===== src/rtl/pwm_peak_current_ctrl.sv =====
// -----------------------------------------------------------------------------
// pwm_peak_current_ctrl
//
// Peak-current-mode PWM generator for the buck output stage (48 MHz clk_i).
// Each switching period starts with pwm_o high. The pulse ends when the
// estimated coil current reaches the setpoint, after at least MIN_ON cycles
// of blanking. MAX_ON caps the pulse length. A measured output current above
// OC_LIMIT latches a fault that holds pwm_o low until fault_clear_i.
//
// State table:
//   state   | meaning
//   --------+--------------------------------------------------------------
//   S_IDLE  | enable low; cnt held at PERIOD-1, pwm low
//   S_ON    | switch on; on_cnt_q counts high cycles
//   S_OFF   | switch off until the next period start
//   S_FAULT | over-current latched; pwm low, counter keeps running
//
// Ports:
//   clk_i          in   1  system clock (48 MHz)
//   reset_i        in   1  asynchronous, active-high reset
//   enable_i       in   1  run request, level sensitive
//   ipeak_set_i    in  11  peak current setpoint, unsigned DN; 0 = no pulses
//   iest_coil_i    in  12  estimated coil current, ADC native format
//   iout_i         in  12  measured output current, ADC native format
//   iout_valid_i   in   1  one-cycle strobe for a new iout_i sample
//   fault_clear_i  in   1  one-cycle pulse, clears a latched fault
//   pwm_o          out  1  switch drive (registered)
//   period_start_o out  1  high in the first cycle of each period (registered)
//   fault_o        out  1  latched over-current flag (registered)
//   on_time_o      out  8  width of the last completed pulse, in cycles
// -----------------------------------------------------------------------------
module pwm_peak_current_ctrl #(
  parameter int unsigned PERIOD   = 96,
  parameter int unsigned MIN_ON   = 4,
  parameter int unsigned MAX_ON   = 80,
  parameter int unsigned OC_LIMIT = 1845
) (
  input  logic        clk_i,
  input  logic        reset_i,
  input  logic        enable_i,
  input  logic [10:0] ipeak_set_i,
  input  logic [11:0] iest_coil_i,
  input  logic [11:0] iout_i,
  input  logic        iout_valid_i,
  input  logic        fault_clear_i,
  output logic        pwm_o,
  output logic        period_start_o,
  output logic        fault_o,
  output logic [7:0]  on_time_o
);

  localparam logic [7:0]  CNT_LAST = 8'(PERIOD - 1);
  localparam logic [7:0]  MIN_ON_C = 8'(MIN_ON);
  localparam logic [7:0]  MAX_ON_C = 8'(MAX_ON);
  localparam logic [10:0] OC_LIM_C = 11'(OC_LIMIT);

  typedef enum logic [1:0] {
    S_IDLE  = 2'd0,
    S_ON    = 2'd1,
    S_OFF   = 2'd2,
    S_FAULT = 2'd3
  } state_t;

  // ADC native code: bit 11 set means negative current (clamped to 0 A);
  // otherwise the lower 11 bits are inverted, so 0x7FF is 0 A.
  function automatic logic [10:0] adc_mag(input logic [11:0] code);
    return code[11] ? 11'd0 : (code[10:0] ^ 11'h7FF);
  endfunction

  state_t      state_q, state_d;
  logic [7:0]  cnt_q, cnt_d;
  logic [7:0]  on_cnt_q, on_cnt_d;
  logic [7:0]  on_time_q, on_time_d;
  logic        pwm_q, pwm_d;
  logic        ps_q, ps_d;
  logic        fault_q, fault_d;

  logic [10:0] iest_mag;
  logic [10:0] iout_mag;
  logic        wrap;
  logic        oc_trip;
  logic        pk_hit;
  logic        terminate;

  assign iest_mag  = adc_mag(iest_coil_i);
  assign iout_mag  = adc_mag(iout_i);
  assign wrap      = enable_i && (cnt_q == CNT_LAST);
  assign oc_trip   = enable_i && iout_valid_i && (iout_mag > OC_LIM_C);
  assign pk_hit    = (iest_mag >= ipeak_set_i);
  assign terminate = ((on_cnt_q >= MIN_ON_C) && pk_hit) || (on_cnt_q == MAX_ON_C);

  always_comb begin
    cnt_d     = enable_i ? ((cnt_q == CNT_LAST) ? 8'd0 : cnt_q + 8'd1) : CNT_LAST;
    ps_d      = wrap;
    state_d   = state_q;
    pwm_d     = pwm_q;
    fault_d   = fault_q;
    on_time_d = on_time_q;
    on_cnt_d  = on_cnt_q;

    if (!enable_i) begin
      // Disable aborts any pulse at once; a latched fault survives.
      state_d = S_IDLE;
      pwm_d   = 1'b0;
    end else if (oc_trip) begin
      // Over-current beats MIN_ON and a coincident fault_clear_i.
      state_d = S_FAULT;
      pwm_d   = 1'b0;
      fault_d = 1'b1;
    end else if (state_q == S_FAULT) begin
      if (fault_clear_i) begin
        state_d = S_OFF;
        fault_d = 1'b0;
      end
    end else if (wrap) begin
      if (!fault_q && (ipeak_set_i != 11'd0)) begin
        state_d  = S_ON;
        pwm_d    = 1'b1;
        on_cnt_d = 8'd1;
      end else if (fault_q) begin
        state_d = S_FAULT;
        pwm_d   = 1'b0;
      end else begin
        state_d = S_OFF;
        pwm_d   = 1'b0;
      end
    end else if (state_q == S_ON) begin
      if (terminate) begin
        state_d   = S_OFF;
        pwm_d     = 1'b0;
        on_time_d = on_cnt_q;
      end else begin
        on_cnt_d = on_cnt_q + 8'd1;
      end
    end
  end

  always_ff @(posedge clk_i or posedge reset_i) begin
    if (reset_i) begin
      state_q   <= S_IDLE;
      cnt_q     <= CNT_LAST;
      on_cnt_q  <= 8'd0;
      on_time_q <= 8'd0;
      pwm_q     <= 1'b0;
      ps_q      <= 1'b0;
      fault_q   <= 1'b0;
    end else begin
      state_q   <= state_d;
      cnt_q     <= cnt_d;
      on_cnt_q  <= on_cnt_d;
      on_time_q <= on_time_d;
      pwm_q     <= pwm_d;
      ps_q      <= ps_d;
      fault_q   <= fault_d;
    end
  end

  assign pwm_o          = pwm_q;
  assign period_start_o = ps_q;
  assign fault_o        = fault_q;
  assign on_time_o      = on_time_q;

endmodule


===== config.mk =====
export PLATFORM = sky130hd
export DESIGN_NAME = pwm_peak_current_ctrl
export DESIGN_NICKNAME = d
export VERILOG_FILES = /design/src/rtl/pwm_peak_current_ctrl.sv
export SDC_FILE = /design/constraint.sdc
export NUM_CORES = 1
export LEC_CHECK = 0
export ABC_CLOCK_PERIOD_IN_PS = 2300
export CORE_MARGIN = 2
export CORE_UTILIZATION = 44
export CTS_CLUSTER_SIZE = 14
export DETAILED_ROUTE_END_ITERATION = 8
export PLACE_DENSITY = 0.77
export SETUP_SLACK_MARGIN = 0.2
export SLEW_MARGIN = 20
export SYNTH_ARGS = -nofsm -noshare
export SYNTH_HDL_FRONTEND = slang
export SYNTH_SLANG_ARGS = --single-unit

===== constraint.sdc =====
create_clock -name clk_i -period 2.3 [get_ports clk_i]
set_clock_uncertainty 0.05 [all_clocks]
set_input_delay 0.575 -clock clk_i [delete_from_list [all_inputs] [get_ports clk_i]]
set_output_delay 0.575 -clock clk_i [all_outputs]
set_load 0.005 [all_outputs]

* After elaboration in Yosys (flattened, before gate mapping)
Cells that the tools add are included.
Operators by class: add/subtract/negate cells 2, magnitude comparators 3, eq/ne operators 12, muxes and demuxes 27, bitwise logic cells 5, reductions and logical operators 16
Operators with widths (number):
- two-way mux 8 bit | 6
- two-way mux 11 bit | 2
- inverter 11 bit | 2
- adder 8 x 1 -> 8 bit, second input constant | 2
- equality test 8 x 7 -> 1 bit, second input constant | 2
- two-way mux 2 bit | 8
- AND reduction 6 bit | 2
- greater-or-equal comparator 11 bit | 1
- > comparator 11 bit, second input constant | 1
- two-way mux 1 bit | 11
- nonzero test 11 bit | 1
- inequality test 5 x 1 -> 1 bit, second input constant | 2
- AND reduction 3 bit | 3
- greater-or-equal comparator 8 x 3 -> 1 bit, second input constant | 1
- inequality test 4 x 1 -> 1 bit, second input constant | 2
- nonzero test 2 bit | 3
- logical AND 1 bit | 5
- inequality test 4 bit, second input constant | 1
- inequality test 3 bit, second input constant | 1
- inverter 1 bit | 3
- equality test 2 x 1 -> 1 bit, second input constant | 1
- equality test 2 bit, second input constant | 1
- inequality test 2 x 1 -> 1 bit, second input constant | 1
- inequality test 2 bit, second input constant | 1
- 2 further kinds | 2
Storage, ports and cells: bits in registers 29, input bits 40, output and inout port bits 11, logic and storage cells 72

* Depth between registers and ports, before layout
word-level depth 11, gate-level depth with buffers 10, depth with buffers taken out 8

* Worst setup path after synthesis
Ideal clock, no wire load.
path type in2reg, start input port iest_coil_i[11], end register on_cnt_q[2], setup time 0.121 ns, arrival 2.500 ns, data required time 2.129 ns, slack -0.371 ns, stages 9, buffers on the path 1, path through clkbuf_1 -> nor2_1 -> ha_1 -> a211oi_1 -> o21bai_1 -> a31oi_1 -> nand2_1 -> a311o_2 -> a22o_1
Between the ends: word-level cells in the longest chain between the ends 6
Ends and longest elaborated chain:
- start, declared | line 42 | input logic [11:0] iest_coil_i,
- two-way mux 11 bit | line 67 | return code[11] ? 11'd0 : (code[10:0] ^ 11'h7FF);
- greater-or-equal comparator 11 bit | line 89 | assign pk_hit = (iest_mag >= ipeak_set_i);
- logical AND 1 bit | line 90 | assign terminate = ((on_cnt_q >= MIN_ON_C) && pk_hit) || (on_cnt_q == MAX_ON_C);
- logical OR 1 bit | line 90
- inequality test 2 bit (no source line)
- AND reduction 6 bit (no source line)
- end signal, assigned | line 150 | on_cnt_q <= on_cnt_d;
- end, declared | line 72 | logic [7:0] on_cnt_q, on_cnt_d;
Every way passes these cells. A chain may end at the register's enable or synchronous reset.

* Worst setup path after layout
start register on_cnt_q[2], end register on_cnt_q[3]
Between the ends: word-level cells in the longest chain between the ends 5, elaborated cells on any way between the ends 10, classes of those cells add/sub (1); order compare (1); eq/ne (2); mux (3); reduce/logical (3)
Ends and longest elaborated chain (line):
- greater-or-equal comparator 8 x 3 -> 1 bit | 90
- logical AND 1 bit | 90
- logical OR 1 bit | 90
- inequality test 2 bit (no source line)
- AND reduction 6 bit (no source line)
Several ways; a longest one is shown, not always the timed one. The select of a mux whose other input is x is not followed.

==> impl_metrics.toml <==
[cts]
clkSlewWorstSetupHoldPaths_ns = 0.06
numClockSinks = 29
cts_root_buffer = "clkbuf_8"
clk_path_buf_depth = 2
insertion_delay_ns = 0.28
cts-htree-levels = 2
cts_tree = "yes"
cts_made_buffers = 5

[setup_path]
cp-start-kind = "flip-flop"
r2r_start = "on_cnt_q[2]"
cp_top_family = "simple AND/OR/NAND/NOR gates"
critPathBufInv = 1
cpPeakStageDelay_ns = 0.56
critPathRequiredTime_ns = 2.47
startpoint = "on_cnt_q[2]"
arrival_ns = 2.47
worstPathMaxFanout = 3
crit_chain = "or4_4 -> or3_4 -> o21ai_2 -> o21ai_2 -> buf_6 -> or4_4 -> nand3_2"
critical_path.slowest_cell = "or4_4"
end_kind = "flip-flop"
critical_path_class = "reg -> reg"

[floorplan]
initial_core_util_pct = 46.85
die_w_um = 69.96
core_area_mm2 = 0.004086
rows = 23
die_y_um = 69.96
dieArea_mm2 = 0.004894
io_pins = 51

[drt]
drc = 0
viasPerCell = 5.738
drt_wl_total_mm = 6.371
ant_nets = 0
wl_per_cell_um = 17.75
routed-via-count = 2060
dr.pass1.iters = 4
detail_route.iter0.violations = 237

[timing]
fin_setup_tns_ns = -0.007421
layout_setup_ws_ns = -0.007421
rsz0062_at_grt = "yes"
hold_viol = 0
worstMarginPinSlew_ns = 0.3810
maxSlewViolCount = 0
hold_ws_ns = 0.4566
finalCritPeriodShare_pct = 100.3
setup_viol = 1
fin_crit_ns = 2.307
slew_headroom_pct = 74.37
max_freq_ghz = 0.4334

[grt]
grt_max_degree = 30
grt_pass1_vias = 2049
grt_usage_pct = 24.51
antenna_found_initial = 0
grt_pass1_wl_mm = 9.611
gr-total-overflow = 0

[cells_and_area]
final_core_util_pct = 80.62
n_antenna_cell = 0
fillers = 245
final_layout_size_suffix_gt1_share_pct = 44.01
final_nets = 362
areaGrowthSynthToFinish_pct = 72.09

[power_and_ir_drop]
ir_drop_v = 0.0003731
p_leak_nw = 1.479
p_total_mw = 2.910
pwr_density_cell_mw_per_mm2 = 883.4

[yosys]
netlist_top_cells_count = "nor2_1, dfrtp_1, o21ai_0"
synthCells = 217
synth-main-ff-cell = "dfrtp_1"
ys_types = 48
synthTopCellsByArea = "dfrtp_1, ha_1, dfstp_2, o21ai_0, nor2_1"
ys_warn_count = 0
synth.most_common_cell = "nor2_1"
syn_area_per_cell_um2 = 8.822
synth-edff-count = 0
ys_seq_area_share_pct = 38.30
syn_area_mm2 = 0.001914
synthArstFlopShare_pct = 100.0
synth_nets = 271
synth_top_area_share_pct = 30.07
ys_ff_latch = 29
synth_top_cell_by_area = "dfrtp_1"

[place]
portBuffers = 49
place.gp.congestion = 0.8753
dpl.hpwl_mm = 3.766

[min_path]
min_path_type = "reg -> reg"
min-delay-start = "on_time_o[3]"

[run_status]
status = "finished, violations left"
violations = "negative setup slack"

[run]
maxCapViolations = 0
## registers in the layout, indices dropped and copies added, names as in the netlist
name,count
cnt_q,8
period_start_o,1
on_cnt_q,8
fault_o,1
pwm_o,1
on_time_o,8
state_q,2
## cells by family (layout without fill, tap and decap cells)
family / Yosys count / count (layout) / synth area share [%]
AOI/OAI and AO/OA: 56 / 56 / 18.50
xor gates and xnor gates: 4 / 4 / 1.830
adders and majority gates: 14 / 14 / 9.150
buffers and inverters: 23 / 115 / 5.032
DFF: 29 / 29 / 38.30
muxes: 8 / 8 / 4.706
and+or+nand+nor: 83 / 83 / 22.48
## through the flow
| step | instances | worst slack, ns | cell area, um^2 |
|---|---|---|---|
| 6_report | 359 | -0.007421 | 3294 |
| 3_3_place_gp | 343 | -0.6050 | 2766 |
| 4_1_cts | 357 | 0.03250 | 3148 |
| 3_5_place_dp | 343 | -0.6505 | 2766 |
| 5_1_grt | 359 | -0.03807 | 3294 |
| 2_1_floorplan | 217 | -0.09933 | 2029 |
## area by class of cell
class	instances	area [um^2]	area share, %
clock buffers	8	90.09	2.735
inverters	16	62.56	1.899
multi-input cells	165	1486	45.12
flip-flops and latches	29	733.2	22.26
well taps	50	62.56	1.899
repair buffers	91	859.6	26.09
## placed cells by master (no fill, tap or decap), types with 3 or more instances in the layout
cell,instances
nand3_1,10
dfstp_2,6
o211ai_1,3
dfrtp_1,23
nor2_2,5
a21oi_2,3
nor2_1,14
nand2_1,12
buf_12,3
nor2_4,6
clkbuf_8,6
a31oi_1,4
ha_4,8
o21ai_1,5
and3_1,4
dlymetal6s2s_1,7
xnor2_1,3
o21ai_0,10
o21ai_2,7
mux2_4,8
clkdlybuf4s50_1,14
ha_1,5
or3_4,3
dlygate4sd2_1,26
buf_6,5
buf_4,34
nand2_2,4
inv_1,9
inv_2,6
## report_power, final
group	internal (mW)	switching (mW)	total, mW
clock network	0.243	0.186	0.429
logic	0.833	0.676	1.51
registers	0.751	0.221	0.972
total	1.83	1.08	2.91
## metal layers
metal | share of wire [%] | global-route usage, %
met4 | 4.3 | 9.188
met2 | 51 | 42.43
met5 | 0 | 0
met3 | 5.3 | 2.886
met1 | 39 | 31.24
## final timing paths
check | end | slack [ns] | cells past startpoint
max in group asynchronous | cnt_q[6] | 1.27 | 3
min | on_time_o[3] | 0.46 | 1
min reg2reg | on_time_o[3] | 0.46 | 1
min in group asynchronous | on_cnt_q[2] | 0.62 | 3
max reg2reg | on_cnt_q[3] | -0.007 | 7
max | on_cnt_q[3] | -0.007 | 7
## what timing repair did
item / 4_1_cts / 5_1_grt
gates cloned: 1 / 0
buffers inserted: 5 / 2
hold buffers: 0 / 0
setup endpoints to repair: 19 / 19
pin swaps: 48 / 20
resized for setup: 103 / 32
No activity file was read; power rests on OpenSTA's default activity.
